`src/rtl/servo_pkg.sv`:
```
// Shared constants, FSM state type and frame classification for the servo PWM decoder.
package servo_pkg;

  localparam int WIDTH_W  = 12;
  localparam int PERIOD_W = 15;
  localparam int POS_W    = 8;
  localparam int IDLE_W   = 15;

  localparam logic [PERIOD_W-1:0] FRAME_MIN = 15'd19000;
  localparam logic [PERIOD_W-1:0] FRAME_MAX = 15'd21000;
  localparam logic [WIDTH_W-1:0]  PW_MIN    = 12'd500;
  localparam logic [WIDTH_W-1:0]  PW_MAX    = 12'd2200;
  localparam logic [IDLE_W-1:0]   TIMEOUT   = 15'd25000;

  typedef enum logic [1:0] {
    ST_SYNC,
    ST_ARMED,
    ST_HIGH,
    ST_LOW
  } state_e;

  typedef enum logic [1:0] {
    FRAME_OK,
    FRAME_BAD_WIDTH,
    FRAME_BAD_PERIOD
  } frame_res_e;

  // Period is judged before width; saturated counts fall outside both windows.
  function automatic frame_res_e classify_frame(
    input logic [PERIOD_W-1:0] period,
    input logic [WIDTH_W-1:0]  width,
    input logic [PERIOD_W-1:0] fmin,
    input logic [PERIOD_W-1:0] fmax
  );
    if (period < fmin || period > fmax) return FRAME_BAD_PERIOD;
    if (width < PW_MIN || width > PW_MAX) return FRAME_BAD_WIDTH;
    return FRAME_OK;
  endfunction

endpackage

```
`src/rtl/pwm_edge_sync.sv`:
```
// Two-flop synchronizer for the raw PWM line plus rise/fall detection on the
// synchronized level.
module pwm_edge_sync (
  input  logic mclk,
  input  logic rst_n,
  input  logic i_pwm,
  output logic o_pwm_s,
  output logic o_rise,
  output logic o_fall
);

  logic r_meta;
  logic r_pwm_s;
  logic r_pwm_d;

  // NOTE: non-blocking assignments make every stage take its neighbour's old
  // value; blocking ones would collapse the chain into a single flop.
  always_ff @(posedge mclk or negedge rst_n) begin
    if (!rst_n) begin
      r_meta  <= 1'b0;
      r_pwm_s <= 1'b0;
      r_pwm_d <= 1'b0;
    end else begin
      r_meta  <= i_pwm;
      r_pwm_s <= r_meta;
      r_pwm_d <= r_pwm_s;
    end
  end

  assign o_pwm_s = r_pwm_s;
  assign o_rise  = r_pwm_s & ~r_pwm_d;
  assign o_fall  = ~r_pwm_s & r_pwm_d;

endmodule

```
`src/rtl/servo_pwm_decoder.sv`:
```
// Measures servo PWM high time and frame period, reports accepted positions or
// rejection strobes, and flags a dead line.
module servo_pwm_decoder
  import servo_pkg::*;
#(
  parameter logic [PERIOD_W-1:0] P_FRAME_MIN = FRAME_MIN,
  parameter logic [PERIOD_W-1:0] P_FRAME_MAX = FRAME_MAX,
  parameter logic [IDLE_W-1:0]   P_TIMEOUT   = TIMEOUT
) (
  input  logic               mclk,
  input  logic               rst_n,
  input  logic               pwm_in,
  output logic [WIDTH_W-1:0] width_us,
  output logic [POS_W-1:0]   position,
  output logic               pos_valid,
  output logic               err_width,
  output logic               err_period,
  output logic               timeout
);

  logic w_pwm_s;
  logic w_rise;
  logic w_fall;

  pwm_edge_sync u_edge_sync (
    .mclk    (mclk),
    .rst_n   (rst_n),
    .i_pwm   (pwm_in),
    .o_pwm_s (w_pwm_s),
    .o_rise  (w_rise),
    .o_fall  (w_fall)
  );

  state_e              r_state;
  logic [WIDTH_W-1:0]  r_width_cnt;
  logic [PERIOD_W-1:0] r_period_cnt;
  logic [3:0]          r_presc;
  logic [POS_W-1:0]    r_tens;
  logic [WIDTH_W-1:0]  r_cand_width;
  logic [POS_W-1:0]    r_cand_pos;
  logic [IDLE_W-1:0]   r_idle_cnt;
  logic [1:0]          r_settle;

  logic [WIDTH_W-1:0]  w_width_inc;
  logic [PERIOD_W-1:0] w_period_inc;
  logic [POS_W-1:0]    w_tens_inc;
  logic [POS_W-1:0]    w_cand_pos;
  logic                w_settled;
  logic                w_idle_expire;
  frame_res_e          w_res;

  assign w_width_inc  = (r_width_cnt == '1) ? r_width_cnt : r_width_cnt + WIDTH_W'(1);
  assign w_period_inc = (r_period_cnt == '1) ? r_period_cnt : r_period_cnt + PERIOD_W'(1);
  assign w_tens_inc   = (r_tens == '1) ? r_tens : r_tens + POS_W'(1);

  // The tally holds width_cnt in decades; the latched width is one more, which
  // only crosses a decade when the prescaler sits at 9.
  assign w_cand_pos = (r_presc == 4'd9) ? w_tens_inc : r_tens;

  assign w_settled     = (r_settle == 2'd2);
  assign w_idle_expire = !(w_rise || w_fall) && (r_idle_cnt == P_TIMEOUT - IDLE_W'(1));
  assign w_res         = classify_frame(w_period_inc, r_cand_width, P_FRAME_MIN, P_FRAME_MAX);

  always_ff @(posedge mclk or negedge rst_n) begin
    if (!rst_n) begin
      r_state      <= ST_SYNC;
      r_width_cnt  <= '0;
      r_period_cnt <= '0;
      r_presc      <= '0;
      r_tens       <= '0;
      r_cand_width <= '0;
      r_cand_pos   <= '0;
      r_idle_cnt   <= '0;
      r_settle     <= '0;
      width_us     <= '0;
      position     <= '0;
      pos_valid    <= 1'b0;
      err_width    <= 1'b0;
      err_period   <= 1'b0;
      timeout      <= 1'b0;
    end else begin
      pos_valid  <= 1'b0;
      err_width  <= 1'b0;
      err_period <= 1'b0;

      if (w_rise || w_fall)
        r_idle_cnt <= '0;
      else if (r_idle_cnt != P_TIMEOUT)
        r_idle_cnt <= r_idle_cnt + IDLE_W'(1);

      if (!w_settled)
        r_settle <= r_settle + 2'd1;

      if (w_idle_expire) begin
        timeout <= 1'b1;
        r_state <= ST_SYNC;
      end else begin
        case (r_state)
          // Synchronizer reset values are not line samples; wait for them to
          // flush so a pulse already in progress at reset is never measured.
          ST_SYNC: begin
            if (w_settled && !w_pwm_s)
              r_state <= ST_ARMED;
          end

          ST_ARMED: begin
            if (w_rise) begin
              r_width_cnt  <= '0;
              r_period_cnt <= '0;
              r_presc      <= '0;
              r_tens       <= '0;
              r_state      <= ST_HIGH;
            end
          end

          ST_HIGH: begin
            r_period_cnt <= w_period_inc;
            if (w_fall) begin
              r_cand_width <= w_width_inc;
              r_cand_pos   <= w_cand_pos;
              r_state      <= ST_LOW;
            end else begin
              r_width_cnt <= w_width_inc;
              if (r_presc == 4'd9) begin
                r_presc <= '0;
                r_tens  <= w_tens_inc;
              end else begin
                r_presc <= r_presc + 4'd1;
              end
            end
          end

          ST_LOW: begin
            if (w_rise) begin
              case (w_res)
                FRAME_OK: begin
                  width_us  <= r_cand_width;
                  position  <= r_cand_pos;
                  pos_valid <= 1'b1;
                  timeout   <= 1'b0;
                end
                FRAME_BAD_WIDTH: err_width  <= 1'b1;
                default:         err_period <= 1'b1;
              endcase
              r_width_cnt  <= '0;
              r_period_cnt <= '0;
              r_presc      <= '0;
              r_tens       <= '0;
              r_state      <= ST_HIGH;
            end else begin
              r_period_cnt <= w_period_inc;
            end
          end

          default: r_state <= ST_SYNC;
        endcase
      end
    end
  end

endmodule

```
`config.mk`:
```
export PLATFORM = sky130hd
export DESIGN_NAME = servo_pwm_decoder
export DESIGN_NICKNAME = d
export VERILOG_FILES = /design/src/rtl/servo_pkg.sv /design/src/rtl/pwm_edge_sync.sv /design/src/rtl/servo_pwm_decoder.sv
export SDC_FILE = /design/constraint.sdc
export NUM_CORES = 1
export LEC_CHECK = 0
export ABC_AREA = 0
export ABC_CLOCK_PERIOD_IN_PS = 8010
export BUFFER_PORTS_ARGS = -buffer_cell sky130_fd_sc_hd__buf_2
export CAP_MARGIN = 30
export CELL_PAD_IN_SITES_DETAIL_PLACEMENT = 0
export CELL_PAD_IN_SITES_GLOBAL_PLACEMENT = 1
export CORE_ASPECT_RATIO = 0.8
export CORE_MARGIN = 2
export CORE_UTILIZATION = 54
export CTS_BUF_LIST = sky130_fd_sc_hd__clkbuf_8
export CTS_CLUSTER_DIAMETER = 50
export DETAILED_ROUTE_END_ITERATION = 16
export PLACE_DENSITY_LB_ADDON = 0.1
export SLEW_MARGIN = 15
export SYNTH_ARGS = -nofsm -noshare
export SYNTH_HDL_FRONTEND = slang
export SYNTH_HIERARCHICAL = 1
export SYNTH_SLANG_ARGS = --single-unit
```
`constraint.sdc`:
```
create_clock -name mclk -period 8.01 [get_ports mclk]
set_input_delay 1.602 -clock mclk [delete_from_list [all_inputs] [get_ports mclk]]
set_output_delay 1.602 -clock mclk [all_outputs]
set_load 0.02 [all_outputs]
```
==> results summary, run 1 <==
The run finished with clean final reports. The signal on the critical path passes through ha_1 -> and3_1 -> nand4_1 -> mux2i_1 -> o21ai_0 -> o311a_4 -> nor4_4 -> buf_4 -> mux2_2. Setup repair after global routing left no endpoint under its margin. The initial antenna violation count came out at 0. The number of endpoints with negative hold slack in the final report was 0.

Sorting the synthesized cells by area gives the leading types as dfrtp_1 (47%), o21ai_0 (5.1%), mux2_4 (5.1%). The worst endpoint data arrival time is 3.78 ns. The share of the core filled with cells in the final layout is 58.94%. The final worst clock skew came out at 0.01224 ns. The first detailed-routing pass took 4 iterations. The number of cells traversed by the worst hold path is 0. After clock tree synthesis, the clock-pin slew on the worst setup and hold paths is 0.11 ns. The worst hold-check path type is reg2reg. The category of the most critical setup path is reg2reg. The worst hold slack across all endpoints is 0.3567 ns. In the global route stage, overall resource usage came out at 22.65%. The clock insertion delay at the later pin of the skew report came out at 0.38 ns. The number of placed instances, taps included, is 716. In this run, synthesis produced a sequential element count of 105.

The count of port buffers added during placement came out at 26. The wire length of the first global-routing pass came out at 19,950 µm. The time the final worst path needs with I/O delays and setup is 3.498 ns. The post-synthesis cell area is 5560 µm². The total detailed-routing wirelength came out at 11,710 µm. The initial utilization of the core area, before any placement, comes to 54.97%. Counting flops with a built-in enable in the synthesized netlist gives 0. The die area came out at 11,130 µm². The area added between synthesis and finish is 7.223%.

The via count is 4,159. The largest total area in the synthesized netlist belongs to dfrtp_1. Among all stages on the critical path, the largest delay is contributed by o311a_4. The headroom to the max-slew limit came out at 36.16%.

The total area inside the core boundary comes to 10,120 µm². The total of max-cap violations came out at 0. The maximum VDD drop is 0.0001491 V. The via count of the first global-routing pass came out at 3,890. STA classifies the critical path endpoint as a flip-flop. The number of sinks on the clock net is 105. The fraction of post-synthesis cell area in the top cell type by area came out at 47.25%. 27 I/O pins were placed.

After synthesis, the share of flip-flops with an asynchronous set or reset is 100.0%. The number of pins with negative max-slew slack in the final report is 0. Based on the critical path, the design can be clocked at up to 285.9 MHz.

For this design the static power due to leakage is 2.603 nW. The remaining global-route overflow is 0. The clock buffer count from CTS is 9. The register-to-register path setup slack is 4.51 ns. The worst hold path terminates at u_edge_sync/o_pwm_s. In this run, distinct cell masters in the synthesized netlist total 69.

The final setup violation count is 0. The share of synthesized area occupied by flip-flops and latches came out at 47.25%. The routability-driven placement congestion ratio is 0.8561. The worst register-to-register path begins at r_period_cnt[0]. The synthesized area divided by synthesized cell count is 9.687 µm². The die span in y is 94.76 µm. The number of setup buffers added after CTS is 0. The worst setup path is launched from a flip-flop. The floorplan has 33 rows. The maximum number of pins on one net before global-route repair came out at 61. The delay contributed by the slowest stage of the critical path came out at 0.47 ns.

STA puts the critical path data required time at 8.29 ns. The routed length per instance came out at 16.00 µm. The synthesized instance count came out at 574. The final net count came out at 596. The remaining antenna violation count after routing is 0. The layout filler cell count is 913. The yosys synthesis warning count is 6. The cell at the root of the clock tree is clkbuf_8.

In the routed design, unresolved DRC markers number 0. The ratio of routed vias to standard cells came out at 5.682. The die extent in x is 117.5 µm. In the final timing run, aggregate negative setup slack is 0 ns. The number of diodes added for antenna fixing came out at 0. The H-tree generated during clock tree synthesis spans 3 levels. The final cell count without fillers is 732. The power density of the placed cells came out at 196.7 nW/µm². The HPWL after detailed placement is 8272 µm.

The count of routing violations after the opening detailed-route iteration came out at 254. In this run the critical register-to-register path is captured at width_us[3]. For this run, the leading register cell type out of synthesis is dfrtp_1. At the pin with the least slew margin, the transition time is 0.9453 ns.

The number of nets in the synthesized netlist is 583. The number of hold-repair buffers added at the cts stage came out at 0. The origin of the worst min-delay path is u_edge_sync/r_meta. Cells with a size suffix above 1 make up 14.86% of the layout. The highest fanout seen on the critical path is 21.

The worst-case clock buffer depth came out at 2. TritonCTS built the clock tree. The path depth of the worst reg2reg path is 9.

In this run, post-CTS repair resized a total of 0 instances. The final worst-path cycle share is 43.66%.
==> critical path, delay by kind of cell (launching register included) <==
kind,cells,cell delay (ns)
mux,2,0.69
compound gates,2,0.76
simple gates,3,0.79
flops,1,0.46
buf+inv,1,0.38
fa+ha+maj,1,0.32
==> worst max-delay path by stage <==
stage,slack (ns),to,cells past startpoint,from
2_1_floorplan,4.96,position[0],11,r_period_cnt[0]
5_1_grt,4.35,width_us[3],10,r_period_cnt[0]
3_5_place_dp,4.58,width_us[3],10,r_period_cnt[0]
3_3_place_gp,4.67,width_us[3],10,r_period_cnt[0]
4_1_cts,4.54,width_us[3],10,r_period_cnt[0]
6_report,4.51,width_us[3],9,r_period_cnt[0]
==> per-stage QoR <==
stage,setup WS [ns],power (W),instance area [µm²]
final,4.512,0.001173,5962
after global routing,4.346,0.001246,5962
after CTS,4.543,0.001185,5962
after detailed placement,4.585,0.0008366,5752
after global placement,4.675,0.0008255,5719
after floorplan,4.964,0.0007793,5560
==> metal layers <==
layer | global-route usage [%] | wire length, µm | vias up
met5 | 0 | 0 | -
met4 | 6.024 | 118 | 0
met3 | 4.529 | 518 | 13
met2 | 31.48 | 4773 | 83
met1 | 35.69 | 6299 | 1997
li1 | - | - | 2066
==> where the power goes <==
part	internal [W]	switching [W]	total [W]	leakage (nW)
registers	0.000571	0.0000712	0.000642	1.43
clock network	0.000151	0.000196	0.000347	0.104
logic	0.0000702	0.000114	0.000184	1.07
total	0.000792	0.000380	0.00117	2.60
==> cells in the mapped netlist (all sizes together) (16+ instances only) <==
library cell	instances
dfrtp	105
nor2	61
nand4	17
o21ai	58
xor2	17
nand3	26
nand2	64
nor3	19
inv	16
a21oi	31
clkbuf	23
mux2	21
==> registers in the layout, summed over array words and instances (netlist names), 2 cells and up <==
signal	count
r_settle	2
r_cand_width	12
r_presc	4
r_tens	8
width_us	12
r_width_cnt	12
r_state	2
r_period_cnt	15
r_idle_cnt	15
r_cand_pos	8
position	8
==> placed cells by master, fill, tap and decap left out, types with 3 or more instances in the layout <==
| cell type | n |
|---|---|
| mux2i_1 | 7 |
| and3_1 | 5 |
| o21a_1 | 3 |
| mux2_4 | 19 |
| xnor2_1 | 12 |
| o21ai_0 | 57 |
| inv_1 | 16 |
| nand3_1 | 25 |
| and2_1 | 3 |
| dfrtp_1 | 105 |
| xor2_1 | 17 |
| clkbuf_8 | 9 |
| nor3_1 | 18 |
| nor2_1 | 61 |
| nand4_1 | 15 |
| a21oi_1 | 30 |
| nand2_1 | 64 |
| or3_1 | 4 |
| nor3b_1 | 3 |
| and4_1 | 4 |
| nor2b_1 | 6 |
| buf_4 | 5 |
| a41oi_1 | 3 |
| buf_2 | 26 |
| o31ai_1 | 7 |
| a31oi_1 | 5 |
| ha_1 | 6 |
==> layout make-up <==
class / count / area [µm²] / share of cell area (%)
Timing Repair Buffer: 32 / 195.2 / 3.274
Multi-Input combinational cell: 423 / 2694 / 45.18
Tap cell: 140 / 175.2 / 2.938
Sequential cell: 105 / 2628 / 44.07
Clock inverter: 7 / 86.33 / 1.448
Clock buffer: 9 / 123.9 / 2.078
Inverter: 16 / 60.06 / 1.007
==> logic make-up after synthesis <==
group | Yosys count | share of synthesized area (%)
muxes | 29 | 7.043
and+or+nand+nor | 232 | 21.67
adders and majority gates | 6 | 1.350
AOI/OAI and AO/OA | 127 | 13.75
buffers and inverters | 46 | 4.365
xor gates and xnor gates | 29 | 4.568
DFF | 105 | 47.25
(Power assumes the default switching activity.)
==> run 2, diff against run 1 <==
- ABC_AREA: 0 -> 1
- ABC_CLOCK_PERIOD_IN_PS: 8010 -> 3600
- CORE_UTILIZATION: 54 -> 48
- clock period: 8.01 -> 3.6 ns (I/O delays scaled with it)
==> results summary, run 2 <==
The run finished with clean final reports. The required time of the worst setup path was 3.87 ns (-4.42 ns). The remaining global-route overflow is 0 (unchanged). The final worst setup slack came out at 0.6075 ns (-3.905 ns). In the post-synthesis netlist, the biggest area contributors are dfrtp_1 (48%), nand2_1 (13%), inv_1 (6.0%). The clock share of power came out at 30.1% (+0.5 points). The internal power component came out at 0.001586 W (+100%).

The critical path is of the reg2reg type. TritonCTS built the clock tree. The maximum VDD drop was 0.0003074 V (+110%). The final worst-path cycle share came out at 83.13% (+39 points).

The tree is rooted in a clkbuf_8. STA classifies the critical path endpoint as a flip-flop. The share of synthesized area occupied by flip-flops and latches is 48.22% (+0.97 points). The number of flip-flops and latches in the synthesized netlist came out at 105 (unchanged).

The top achievable clock speed is 334.2 MHz (+17%). The worst-case setup slack after placement is 0.6408 ns (-3.944 ns). The number of nets produced by synthesis is 702 (+20%). The clock insertion delay at the later pin of the skew report came out at 0.37 ns (about the same). The I/O pin total came out at 27 (unchanged). The wire length of the first global-routing pass came out at 21,350 µm (+7.0%). The share of total power in sequential cells came out at 57.3% (+2.5 points). Sorting the synthesized cells by how often they occur yields nand2_1 (189), dfrtp_1 (105), inv_1 (87), nor2_1 (60), nand3_1 (48). In the layout the commonest cells are nand2_1 (189), dfrtp_1 (105), inv_1 (87). The number of diodes added for antenna fixing is 0 (unchanged). From synthesis to final layout, the design area changed by 7.876%. The number of endpoints with negative hold slack in the final report came to 0 (unchanged).

The number of hold-repair buffers added at the cts stage is 0 (unchanged). The HPWL after detailed placement came out at 9128 µm (+10%). The largest registers in the layout are r_idle_cnt x15, r_period_cnt x15. The slowest cell on the critical path is dfrtp_1.

The die span in y came out at 99.30 µm (+4.8%). The switching portion of total power was 30.12% (-2.3 points). The post-CTS setup buffer count was 0 (unchanged). The final worst clock skew is 0.008263 ns (-0.003980 ns).

The tightest min-delay check is of the reg2reg type. The delay contributed by the slowest stage of the critical path came out at 0.49 ns (+0.02 ns). The register-to-register path setup slack is 0.61 ns (-3.90 ns). The setup TNS after final layout came out at 0 ns (unchanged). The die area came out at 12,230 µm² (+9.8%). The floorplan core area is 10,980 µm² (+8.5%). The final setup violation count came out at 0 (unchanged). The number of cells upsized or downsized after cts came to 0 (unchanged). The number of core rows came to 34 (+3.0%). The number of sinks on the clock net was 105 (unchanged).

The via count is 4,551 (+9.4%). The number of levels in the clock H-tree came out at 3 (unchanged). The signal on the critical path passes through ha_1 -> inv_1 -> nor2_4 -> nand4_2 -> nand3_1 -> nor2_1 -> nor2_1 -> nand3_1 -> nand3_2 -> nand3_4 -> nand2_1 -> nand2_1. The synthesized area divided by synthesized cell count came out at 7.863 µm² (-19%). The remaining antenna violation count after routing is 0 (unchanged). The clock buffer count from CTS came to 9 (unchanged). The clock slew at the register clock pins of the worst setup and hold paths is 0.10 ns (about the same). The worst-case clock buffer depth is 2 (unchanged). The highest fanout seen on the critical path came out at 23 (+9.5%). The routed length per instance is 14.28 µm (-11%). Setup repair after global routing left no endpoint under its margin. The fraction of final layout cells sized beyond drive strength 1 came to 9.722% (-5.1 points). The share of total power in combinational logic is 12.6% (-3.1 points). The effective utilization at floorplan came out at 49.65% (-5.3 points). The number of synthesized flops with an enable pin came out at 0 (unchanged).

Yosys instantiated no cell more often than nand2_1. The ratio of routed vias to standard cells is 5.267 (-7.3%). The power density of the placed cells is 386.1 nW/µm² (+96%). The time the final worst path needs with I/O delays and setup is 2.993 ns (-0.5050 ns). The post-synthesis cell area is 5449 µm² (-2.0%).

The total detailed-routing wirelength came out at 12,340 µm (+5.4%). The switching power is 0.0006837 W (+80%). STA classifies the critical path startpoint as a flip-flop.

The count of routing violations after the opening detailed-route iteration came out at 353 (+39%). The static leakage power came to 2.876 nW (+10%). The count of port buffers added during placement is 26 (unchanged). The final net count is 724 (+21%). dfrtp_1 takes more of the synthesized area than any other cell. The most common cell after layout, fill and taps aside is nand2_1.

The via count of the first global-routing pass came out at 4,295 (+10%). The fraction of post-synthesis cell area in the top cell type by area came out at 48.22% (+0.97 points). The initial antenna violation count came out at 0 (unchanged). The total iterations of the first detailed-routing run is 5 (+1). The number of distinct standard cells referenced by the synthesized netlist came out at 39 (-43%). The routability-driven placement congestion ratio came to 0.8834 (+3.2%). The yosys synthesis warning count was 6 (unchanged). The maximum number of pins on one net before global-route repair came out at 55 (-9.8%). The DRC violation count after routing came out at 0 (unchanged). The fraction of registers with async set/reset came out at 100.0% (unchanged). The number of pins with negative max-slew slack in the final report is 0 (unchanged).

The overall power came to 0.002270 W (+94%). In the synthesized netlist the dominant register cell turns out to be dfrtp_1. The headroom to the max-slew limit is 51.31% (+15 points). The aggregate global-route resource usage was 22.28% (-0.37 points).

The worst endpoint data arrival time is 3.26 ns (-0.52 ns). The die extent in x was 123.1 µm (+4.8%). The synthesized instance count is 693 (+21%). The slew at the pin with the worst max-slew slack came out at 0.7304 ns (-0.2149 ns). The total of max-cap violations is 0 (unchanged).
run 2: cell types whose count changed in the layout (fill, tap and decap cells not counted), sizes merged, moves of 6 or more:
cell   before  now
nand3      26   52
o22ai       2   21
inv        19   93
o21ai      58   45
nand2      64  193
nor2b       6    0
a21oi      31   16
nand4      17   31
nor2       61   67
nor3       19   12
xnor2      12    2
mux2       21    0
mux2i       8    0
run 2: cell families (layout without fill, tap and decap cells):
family | after synthesis | after routing | share of synthesized area (%)
xor+xnor | 19 | 19 | 3.054
buf+inv | 110 | 137 | 8.197
fa+ha+maj | 6 | 6 | 1.378
compound gates | 89 | 89 | 9.116
flops | 105 | 105 | 48.22
simple gates | 364 | 364 | 30.03
run 2: area by class of cell:
class | instances | area, µm²
Fill cell | 1026 | 5097
Clock buffer | 9 | 123.9
Tap cell | 144 | 180.2
Clock inverter | 7 | 55.05
Timing Repair Buffer | 30 | 175.2
Multi-Input combinational cell | 478 | 2375
Inverter | 91 | 341.6
Sequential cell | 105 | 2628
run 2: worst paths after layout:
path / end / start / depth (start not counted)
hold / removal: u_edge_sync/o_pwm_s / u_edge_sync/r_meta / 0
setup reg to reg: position[6] / r_period_cnt[0] / 12
max in group asynchronous: r_tens[7] / rst_n / 2
min in group asynchronous: r_idle_cnt[8] / rst_n / 1
hold reg to reg: u_edge_sync/o_pwm_s / u_edge_sync/r_meta / 0
setup / recovery: position[6] / r_period_cnt[0] / 12
run 2: through the flow:
step | cell area (µm²) | hold slack [ns] | std cells | util (%)
floorplan | 5449 | 0.3312 | 693 | -
global placement | 5699 | 0.3529 | 848 | 51.93
detailed placement | 5699 | 0.3528 | 848 | 51.93
CTS | 5878 | 0.3763 | 864 | 53.56
global route | 5878 | 0.3758 | 864 | 53.56
finish | 5878 | 0.3725 | 864 | 53.56
run 2: per-layer routing:
layer  part of all wire, %  wire, µm  track usage (%)
met5                     0         0                0
met4                  0.79        97            4.196
met3                   4.8       592            4.702
met2                    40      4908            29.59
met1                    55      6744            37.01
run 2: worst max-delay path: cells and delay by family (launching register included):
| family | cells | cell delay, ns |
|---|---|---|
| adders and majority gates | 1 | 0.27 |
| DFF | 1 | 0.49 |
| buffers and inverters | 1 | 0.10 |
| and+or+nand+nor | 10 | 2.03 |
run 2: power by group through the flow:
stage | sequential, W | clock (W) | combinational [W]
floorplan | 0.00131 | 0 | 0.000200
global placement | 0.00132 | 0 | 0.000289
detailed placement | 0.00132 | 0 | 0.000286
CTS | 0.00130 | 0.000715 | 0.000288
global route | 0.00131 | 0.000757 | 0.000330
finish | 0.00130 | 0.000683 | 0.000285
==> run 3, diff against run 2 <==
- ABC_CLOCK_PERIOD_IN_PS: 3600 -> 3000
- clock period: 3.6 -> 3 ns (I/O delays scaled with it)
==> results summary, run 3 (same netlist as run 2, synthesis figures left out) <==
The headroom to the max-slew limit is 49.08% (-2.2 points). The routability-driven placement congestion ratio came out at 0.8952 (+1.3%). The number of sinks on the clock net is 105 (unchanged). The static leakage power is 2.934 nW (+2.0%). The largest registers in the layout are r_idle_cnt x15, r_period_cnt x15. The number of levels in the clock H-tree came out at 3 (unchanged). The setup TNS after final layout came out at 0 ns (unchanged). The number of diodes added for antenna fixing is 0 (unchanged). The clock insertion delay at the later pin of the skew report is 0.38 ns (about the same). The cell seen most often among critical-path stages is nand2_1.

The total detailed-routing wirelength came to 12,640 µm (+2.4%). The number of pins with negative max-slew slack in the final report is 0 (unchanged). The slew at the pin with the worst max-slew slack came out at 0.7639 ns (+0.03348 ns). The critical path starts at r_period_cnt[0]. The delay contributed by the slowest stage of the critical path is 0.45 ns (-0.04 ns). The wire length of the first global-routing pass is 21,040 µm (-1.5%). The final net count is 731 (+0.97%). The time the final worst path needs with I/O delays and setup is 2.663 ns (-0.3298 ns).

The top achievable clock speed is 375.6 MHz (+12%). The die area came out at 12,230 µm² (unchanged). The final worst clock skew was 0.01337 ns (+0.005107 ns). The final worst setup slack came out at 0.3373 ns (-0.2702 ns). The floorplan core area came out at 10,980 µm² (unchanged). The end point of the critical path is width_us[4].

The worst register-to-register path ends at width_us[4]. The initial antenna violation count came out at 0 (unchanged). The path depth of the worst reg2reg path came out at 14 (+2).

The share of the core filled with cells in the final layout came out at 54.28% (+0.72 points). The worst endpoint data arrival time is 2.93 ns (-0.33 ns). Leaving out fill and tap cells, the most frequent cell in the layout is nand2_1. The highest fanout seen on the critical path came out at 22 (-4.3%). The number of endpoints with negative hold slack in the final report is 0 (unchanged).

The post-CTS setup buffer count is 0 (unchanged). The die span in y is 99.30 µm (unchanged). The HPWL after detailed placement is 9297 µm (+1.8%).

The ratio of routed vias to standard cells is 5.342 (+1.4%). The fraction of final layout cells sized beyond drive strength 1 is 10.59% (+0.87 points). The power density of the placed cells came out at 463.9 nW/µm² (+20%).

The worst hold-check path type is in2async. The final setup violation count came out at 0 (unchanged). The count of port buffers added during placement was 26 (unchanged). The worst-case setup slack after placement came out at 0.1419 ns (-0.4989 ns). On the critical path the largest part of the delay comes from simple AND/OR/NAND/NOR gates. The die extent in x came out at 123.1 µm (unchanged). The aggregate global-route resource usage is 21.87% (-0.41 points).

The DRC violation count after routing is 0 (unchanged). The sum of buffers and inverters on the critical path is 1 (unchanged). The worst setup path is launched from a flip-flop. The slowest stage of the critical path belongs to the cell dfrtp_2.

The area growth from synthesis to layout is 9.323%. The effective utilization at floorplan came out at 49.65% (unchanged). The clock buffer count from CTS came out at 9 (unchanged). The top cell types in the final layout, fill and taps aside, are nand2_1 (189), dfrtp_1 (104), inv_1 (88).

The number of cells on the critical path is 14 (+2). The critical path goes through ha_1 -> inv_1 -> nor2_4 -> nand3_2 -> nor2_1 -> nand2_1 -> nand2_1 -> nand3_1 -> nor2_1 -> nand3_1 -> nand2_2 -> nand3_4 -> nand2_1 -> nand2_1. The worst-case clock buffer depth came out at 2 (unchanged). The setup path with the least slack is of type reg2reg. The maximum VDD drop is 0.0003832 V (+25%). The run finished with clean final reports.

The capturing element type of the critical path is a flip-flop. The routed length per instance came to 14.51 µm (+1.6%). TritonCTS built the clock tree. The clock slew at the register clock pins of the worst setup and hold paths is 0.11 ns (about the same). The number of core rows came out at 34 (unchanged). The startpoint identified for the worst register-to-register timing path is r_period_cnt[0].

The remaining global-route overflow came out at 0 (unchanged). The final worst-path cycle share is 88.76% (+5.6 points). The number of hold-repair buffers added at the cts stage came out at 0 (unchanged). The I/O pin total came out at 27 (unchanged). The remaining antenna violation count after routing is 0 (unchanged). The required time of the worst setup path came out at 3.27 ns (-0.60 ns). The register-to-register path setup slack was 0.34 ns (-0.27 ns). The via count of the first global-routing pass is 4,265 (-0.70%). The tree is rooted in a clkbuf_8.

The count of routing violations after the opening detailed-route iteration came to 193 (-45%). Setup repair after global routing left no endpoint under its margin. The maximum number of pins on one net before global-route repair came out at 59 (+7.3%). The total iterations of the first detailed-routing run is 5 (unchanged). The via count came out at 4,653 (+2.2%). The total of max-cap violations is 0 (unchanged).
-- run 3: changes by cell type in the layout (fill, tap and decap cells not counted), moves of 2 or more --
cell        previous run  this run
buf_4                  4        10
clkinv_2               2         0
clkinv_4               0         2
clkinvlp_4             3         0
inv_6                  0         2
-- run 3: power by group --
group          total (W)  internal, W  switching (W)
Sequential       0.00156      0.00148      0.0000783
Combinational   0.000350     0.000117       0.000234
Clock           0.000850     0.000337       0.000513
Total            0.00276      0.00194       0.000825
-- run 3: per-stage QoR --
stage | hold slack (ns) | total power [W] | area [µm²] | instances
6_report | 0.2870 | 0.002763 | 5957 | 871
3_5_place_dp | 0.3427 | 0.001931 | 5744 | 854
2_1_floorplan | 0.3044 | 0.001811 | 5449 | 693
4_1_cts | 0.3124 | 0.002784 | 5932 | 870
3_3_place_gp | 0.3369 | 0.001918 | 5744 | 854
5_1_grt | 0.3181 | 0.002913 | 5957 | 871
-- run 3: layout make-up --
type	count	area (µm²)
Sequential cell	105	2629
Timing Repair Buffer	37	235.2
Clock buffer	10	137.6
Multi-Input combinational cell	478	2384
Fill cell	1072	5019
Clock inverter	6	50.05
Inverter	91	341.6
Tap cell	144	180.2
-- run 3: what timing repair did --
item,in CTS,in global routing
hold endpoints to repair,0,0
endpoints found under the setup margin,0,21
gates resized for setup,0,2
-- run 3: routing by layer --
metal / track usage, % / part of all wire, %
met5: 0 / 0
met4: 4.895 / 1.2
met3: 4.817 / 4.1
met2: 30.30 / 41
met1: 34.70 / 54
-- run 3: worst min-delay path by stage --
stage,startpoint,endpoint,cells past startpoint
global route,pwm_in,u_edge_sync/r_meta,1
floorplan,rst_n,err_period,0
finish,rst_n,r_idle_cnt[7],1
detailed placement,u_edge_sync/r_meta,u_edge_sync/o_pwm_s,0
CTS,rst_n,r_idle_cnt[8],1
global placement,u_edge_sync/r_meta,u_edge_sync/o_pwm_s,0
